File: src/rtl/uart_rx_param_pkg.sv
// Shared UART definitions: FSM state encodings and default timing constants,
// reused by the receiver here and the planned parametrised transmitter.
package uart_rx_param_pkg;

  typedef enum logic [2:0] {
    UART_ST_IDLE   = 3'd0,
    UART_ST_START  = 3'd1,
    UART_ST_DATA   = 3'd2,
    UART_ST_PARITY = 3'd3,
    UART_ST_STOP   = 3'd4
  } uart_state_e;

  localparam int UART_DEF_CLK_DIV    = 326;
  localparam int UART_DEF_OVERSAMPLE = 16;

  // Counter width able to hold 0..n-1, never narrower than one bit.
  function automatic int cnt_width(input int n);
    return (n <= 2) ? 1 : $clog2(n);
  endfunction

endpackage

File: src/rtl/uart_baud_tick.sv
// Oversample tick generator: free-running 0..CLK_DIV-1 counter, tick high for
// one CLK on the terminal count.
module uart_baud_tick
  import uart_rx_param_pkg::*;
#(
  parameter int CLK_DIV = UART_DEF_CLK_DIV
) (
  input  logic CLK,
  input  logic RST,
  output logic tick
);

  localparam int            CW   = cnt_width(CLK_DIV);
  localparam logic [CW-1:0] LAST = CW'(CLK_DIV - 1);

  logic [CW-1:0] count;

  always_ff @(posedge CLK) begin
    if (RST)                count <= '0;
    else if (count == LAST) count <= '0;
    else                    count <= count + CW'(1);
  end

  assign tick = (count == LAST);

endmodule

File: src/rtl/uart_rx_param.sv
// Oversampling UART receiver with valid/ready output register.
// Optional parity bit enabled by defining UART_RX_PARITY_EN.
//
// state  | meaning
// IDLE   | line idle, looking for a low level on a tick
// START  | half a bit into the start bit, re-check low (glitch filter)
// DATA   | sample each data bit at mid-bit, LSB first
// PARITY | sample the parity bit and record a mismatch
// STOP   | sample the stop bit, then deliver or flag an error
module uart_rx_param
  import uart_rx_param_pkg::*;
#(
  parameter int CLK_DIV    = UART_DEF_CLK_DIV,
  parameter int DATA_BITS  = 8,
  parameter int OVERSAMPLE = UART_DEF_OVERSAMPLE,
  parameter int PARITY_ODD = 0
) (
  input  logic                 CLK,
  input  logic                 RST,
  input  logic                 rxd,
  output logic [DATA_BITS-1:0] rx_data,
  output logic                 rx_valid,
  input  logic                 rx_ready,
  output logic                 frame_err,
  output logic                 parity_err,
  output logic                 overrun
);

  localparam int              TCW     = cnt_width(OVERSAMPLE);
  localparam int              BCW     = cnt_width(DATA_BITS);
  localparam logic [TCW-1:0]  TC_HALF = TCW'(OVERSAMPLE / 2 - 1);
  localparam logic [TCW-1:0]  TC_LAST = TCW'(OVERSAMPLE - 1);
  localparam logic [BCW-1:0]  BC_LAST = BCW'(DATA_BITS - 1);
  localparam logic            PAR_ODD = (PARITY_ODD != 0);
`ifdef UART_RX_PARITY_EN
  localparam logic            PAR_EN  = 1'b1;
`else
  localparam logic            PAR_EN  = 1'b0;
`endif

  logic tick;

  uart_baud_tick #(.CLK_DIV(CLK_DIV)) u_baud_tick (
    .CLK  (CLK),
    .RST  (RST),
    .tick (tick)
  );

  logic rx_meta, rxs;

  always_ff @(posedge CLK) begin
    if (RST) begin
      rx_meta <= 1'b1;
      rxs     <= 1'b1;
    end else begin
      rx_meta <= rxd;
      rxs     <= rx_meta;
    end
  end

  uart_state_e          state, state_n;
  logic [TCW-1:0]       tc, tc_n;
  logic [BCW-1:0]       bc, bc_n;
  logic [DATA_BITS-1:0] shreg, shreg_n;
  logic                 par_bad, par_bad_n;
  logic                 deliver, frame_hit, parity_hit;

  always_ff @(posedge CLK) begin
    if (RST) begin
      state   <= UART_ST_IDLE;
      tc      <= '0;
      bc      <= '0;
      shreg   <= '0;
      par_bad <= 1'b0;
    end else begin
      state   <= state_n;
      tc      <= tc_n;
      bc      <= bc_n;
      shreg   <= shreg_n;
      par_bad <= par_bad_n;
    end
  end

  always_comb begin
    state_n    = state;
    tc_n       = tc;
    bc_n       = bc;
    shreg_n    = shreg;
    par_bad_n  = par_bad;
    deliver    = 1'b0;
    frame_hit  = 1'b0;
    parity_hit = 1'b0;

    case (state)
      UART_ST_IDLE: begin
        if (tick && !rxs) begin
          state_n   = UART_ST_START;
          tc_n      = '0;
          par_bad_n = 1'b0;
        end
      end

      UART_ST_START: begin
        if (tick) begin
          if (tc == TC_HALF) begin
            tc_n = '0;
            bc_n = '0;
            state_n = rxs ? UART_ST_IDLE : UART_ST_DATA;
          end else begin
            tc_n = tc + TCW'(1);
          end
        end
      end

      UART_ST_DATA: begin
        if (tick) begin
          if (tc == TC_LAST) begin
            tc_n    = '0;
            shreg_n = {rxs, shreg[DATA_BITS-1:1]};
            bc_n    = bc + BCW'(1);
            if (bc == BC_LAST)
              state_n = PAR_EN ? UART_ST_PARITY : UART_ST_STOP;
          end else begin
            tc_n = tc + TCW'(1);
          end
        end
      end

      UART_ST_PARITY: begin
        if (tick) begin
          if (tc == TC_LAST) begin
            tc_n      = '0;
            par_bad_n = ((^shreg) ^ rxs) != PAR_ODD;
            state_n   = UART_ST_STOP;
          end else begin
            tc_n = tc + TCW'(1);
          end
        end
      end

      UART_ST_STOP: begin
        if (tick) begin
          if (tc == TC_LAST) begin
            tc_n    = '0;
            state_n = UART_ST_IDLE;
            // Framing error takes precedence so the pulses stay exclusive.
            if (!rxs)         frame_hit  = 1'b1;
            else if (par_bad) parity_hit = 1'b1;
            else              deliver    = 1'b1;
          end else begin
            tc_n = tc + TCW'(1);
          end
        end
      end

      default: state_n = UART_ST_IDLE;
    endcase
  end

  // A delivery landing on the acceptance cycle refills the register without overrun.
  always_ff @(posedge CLK) begin
    if (RST) begin
      rx_data    <= '0;
      rx_valid   <= 1'b0;
      frame_err  <= 1'b0;
      parity_err <= 1'b0;
      overrun    <= 1'b0;
    end else begin
      frame_err  <= frame_hit;
      parity_err <= parity_hit;
      overrun    <= 1'b0;
      if (deliver) begin
        if (!rx_valid || rx_ready) begin
          rx_data  <= shreg;
          rx_valid <= 1'b1;
        end else begin
          overrun  <= 1'b1;
        end
      end else if (rx_valid && rx_ready) begin
        rx_valid <= 1'b0;
      end
    end
  end

endmodule

File: config.mk
export PLATFORM = sky130hd
export DESIGN_NAME = uart_rx_param
export DESIGN_NICKNAME = d
export VERILOG_FILES = /design/src/rtl/uart_rx_param_pkg.sv /design/src/rtl/uart_baud_tick.sv /design/src/rtl/uart_rx_param.sv
export SDC_FILE = /design/constraint.sdc
export NUM_CORES = 1
export LEC_CHECK = 0
export ABC_AREA = 1
export ABC_CLOCK_PERIOD_IN_PS = 3500
export BUFFER_PORTS_ARGS = -buffer_cell sky130_fd_sc_hd__buf_4
export CORE_UTILIZATION = 32
export DETAILED_ROUTE_END_ITERATION = 12
export MAX_ROUTING_LAYER = met4
export PLACE_DENSITY_LB_ADDON = 0.15
export RECOVER_POWER = 50
export REMOVE_ABC_BUFFERS = 1
export SETUP_SLACK_MARGIN = 0.5
export SYNTH_ARGS = -nofsm -noshare
export SYNTH_HDL_FRONTEND = slang
export SYNTH_SLANG_ARGS = --single-unit
File: constraint.sdc
create_clock -name CLK -period 3.5 [get_ports CLK]
set_clock_uncertainty 0.05 [all_clocks]
set_input_delay 0.35 -clock CLK [delete_from_list [all_inputs] [get_ports CLK]]
set_output_delay 0.35 -clock CLK [all_outputs]
set_load 0.02 [all_outputs]
==> flow_summary.yaml <==
cts:
  cts_buffer_depth: 2
  cts_tree: "built"
  post-cts-setup-buffers: 0
  cts_resized: 0
  insertion_delay_ns: 0.30
  htreeDepth: 2
  cts_inserted_buffers: 5
  cts.sinks: 42
  cts-root-buf: "clkbuf_8"
  cts.clk_slew.worst_paths_ns: 0.08
  ctsHoldBuffers: 0
synthesis:
  ys_ff_latch: 42
  synth_edf_count: 0
  synth_top_area_share_pct: 41.4
  synth.yosys.seq_area_share_pct: 41.4
  synth_top_area_cell: "dfxtp_1"
  async_flop_share_pct: 0
  synthCells: 274
  yosysWarnings: 0
  syn_area_per_cell_sq_um: 7.41
  netlist_area_sq_um: 2030
  synth-main-ff-cell: "dfxtp_1"
  ys_types: 31
  synth_area_leaders: "dfxtp_1, nand2_1, nor2_1, a21oi_1, nand3_1"
global_routing:
  overflow: 0
  grt_max_degree: 21
  busiest_layer: "met2"
  grt_first_pass_wirelength_microns: 6870
  antenna_found_initial: 0
  use_met3_pct: 3.00
  grt_pass1_vias: 1548
  grtUsageMet2_pct: 20.4
  grt_usage_pct: 14.1
  met1_usage_pct: 18.7
sta:
  setup_viol: 0
  worst_slew_pin_slew_ns: 0.890
  finalHoldViolations: 0
  fin_crit_ns: 2.04
  drv_slew: 0
  fin_setup_tns_ns: 0
  clock.fmax_mhz: 490
  finalCritPeriodShare_pct: 58.3
  rsz0062_at_grt: "no"
  maxSlewHeadroom_pct: 40.6
setup_path:
  required_ns: 3.64
  end_kind: "register"
  r2r-start: "u_baud_tick.count[1]$_SDFF_PP0_"
  critPathKind: "reg -> reg"
  cp_max_fo: 9
  regToRegSetupSlack_ns: 1.46
  reg2reg_to: "bc[0]$_SDFFE_PP0P_"
  arrival_ns: 2.18
  start_kind: "register"
  r2r_cells: 13
worst_hold_path:
  hold_class: "in -> reg"
  min_path_cells: 2
  min_from: "rxd"
  whs_endpoint: "rx_meta$_SDFF_PP1_"
final_layout:
  drive_above_1_share_pct: 12.0
  nFillCells: 652
  antenna_cells: 0
  stdcell_area_sq_um: 2220
  final_common_cell: "nand2_1"
  finalNetCount: 301
  synthToLayoutAreaGrowth_pct: 9.18
  final_cell_mix: "nand2_1, dfxtp_1, nor2_1"
route:
  drt-initial-drc-count: 111
  vias: 1676
  avgViaCountPerCell: 4.57
  drtAntennaViolNets: 0
  firstDrtPassIters: 4
  routed_wl_microns: 3960
  post_drt_wl_per_cell_microns: 10.8
  drc_errors: 0
run:
  drv_cap: 0
floorplanning:
  dieWidth_microns: 81.7
  ios: 16
  dieArea_sq_um: 6670
  core_area_sq_um: 6030
  die_y_microns: 81.7
  start_util_pct: 33.7
  rows: 28
outcome:
  status: "finished, final reports clean"
place:
  place_hpwl_microns: 2880
  place.gp.congestion: 0.771
  dpl-instance-area_sq_um: 2220
  port_buffers: 15
power:
  irDropWorstVdd_mv: 0.130
  p_leak_nw: 0.873
  power_density_nw_per_um2: 366
## cell usage after synthesis, types with 5 or more instances
master and number:
nor2_2 5, a21oi_1 20, inv_2 8, dfxtp_1 42, nor2_1 29, nor3_1 7
inv_1 23, o21ai_0 9, nand2_1 64, nand3_1 18, xor2_1 5, nand2_2 7
ha_1 5
## registers in the layout (all words and copies together) (netlist names)
| signal | count |
|---|---|
| state | 3 |
| shreg | 8 |
| frame_err | 1 |
| u_baud_tick.count | 9 |
| rx_meta | 1 |
| rxs | 1 |
| overrun | 1 |
| tc | 4 |
| bc | 3 |
| parity_err | 1 |
| rx_data | 8 |
| par_bad | 1 |
| rx_valid | 1 |
## power by group
group | internal, W | switching (W) | total, W
sequential | 0.000481 | 0.00000331 | 0.000485
combinational | 0.00000793 | 0.0000151 | 0.0000231
clock | 0.000137 | 0.000166 | 0.000303
## critical path: stages, from the launching register on
cell,delay (ns)
dfxtp_1,0.36
inv_1,0.05
ha_1,0.17
nand2_1,0.06
clkinv_1,0.05
nand2_1,0.08
clkinv_1,0.06
nand2_1,0.23
nor2_1,0.13
nand2_1,0.29
nand2_2,0.12
and2_4,0.17
nor2_1,0.08
nor2_1,0.04
## final cells by class
class | count | area [sq um] | share of cell area, %
Clock buffer | 6 | 72.6 | 3.27
Clock inverter | 1 | 7.51 | 0.339
Inverter | 31 | 116 | 5.25
Multi-Input combinational cell | 197 | 1020 | 46.1
Sequential cell | 42 | 841 | 37.9
Tap cell | 75 | 93.8 | 4.23
Timing Repair Buffer | 15 | 63.8 | 2.88
## kinds of logic after synthesis
group	synth area share [%]
AO/OA/AOI/OAI	10.1
XOR/XNOR	3.45
adder cells (fa/ha/maj)	3.08
buffers and inverters	6.65
flip-flops	41.4
AND/OR/NAND/NOR	35.3
## how the worst max path moves through the flow
stage	cells past startpoint	slack [ns]	endpoint	startpoint
2_1_floorplan	8	1.96	rx_data[0]$_SDFFE_PP0P_	tc[0]$_SDFFE_PP0P_
4_1_cts	8	1.74	rx_data[6]$_SDFFE_PP0P_	tc[1]$_SDFFE_PP0P_
3_5_place_dp	8	1.76	rx_data[6]$_SDFFE_PP0P_	tc[0]$_SDFFE_PP0P_
3_3_place_gp	8	1.77	rx_data[6]$_SDFFE_PP0P_	tc[0]$_SDFFE_PP0P_
6_report	13	1.46	bc[0]$_SDFFE_PP0P_	u_baud_tick.count[1]$_SDFF_PP0_
5_1_grt	11	1.09	shreg[0]$_SDFFE_PP0P_	u_baud_tick.count[0]$_SDFF_PP0_
## through the flow
step	worst slack [ns]	utilization, %	std cells	total power [W]	hold slack [ns]
after floorplan	1.96	-	270	0.000510	0.339
after global placement	1.77	36.8	360	0.000520	0.345
after detailed placement	1.76	36.8	360	0.000521	0.345
after CTS	1.74	38.1	367	0.000822	0.187
after global routing	1.09	36.8	367	0.000847	0.186
final	1.46	36.8	367	0.000811	0.191
## layer usage
metal	vias to the layer above	share of wire (%)
li1	916	-
met1	739	55
met2	14	41
met3	7	2.5
met4	0	2.0
met5	-	0
(Power assumes the default switching activity.)
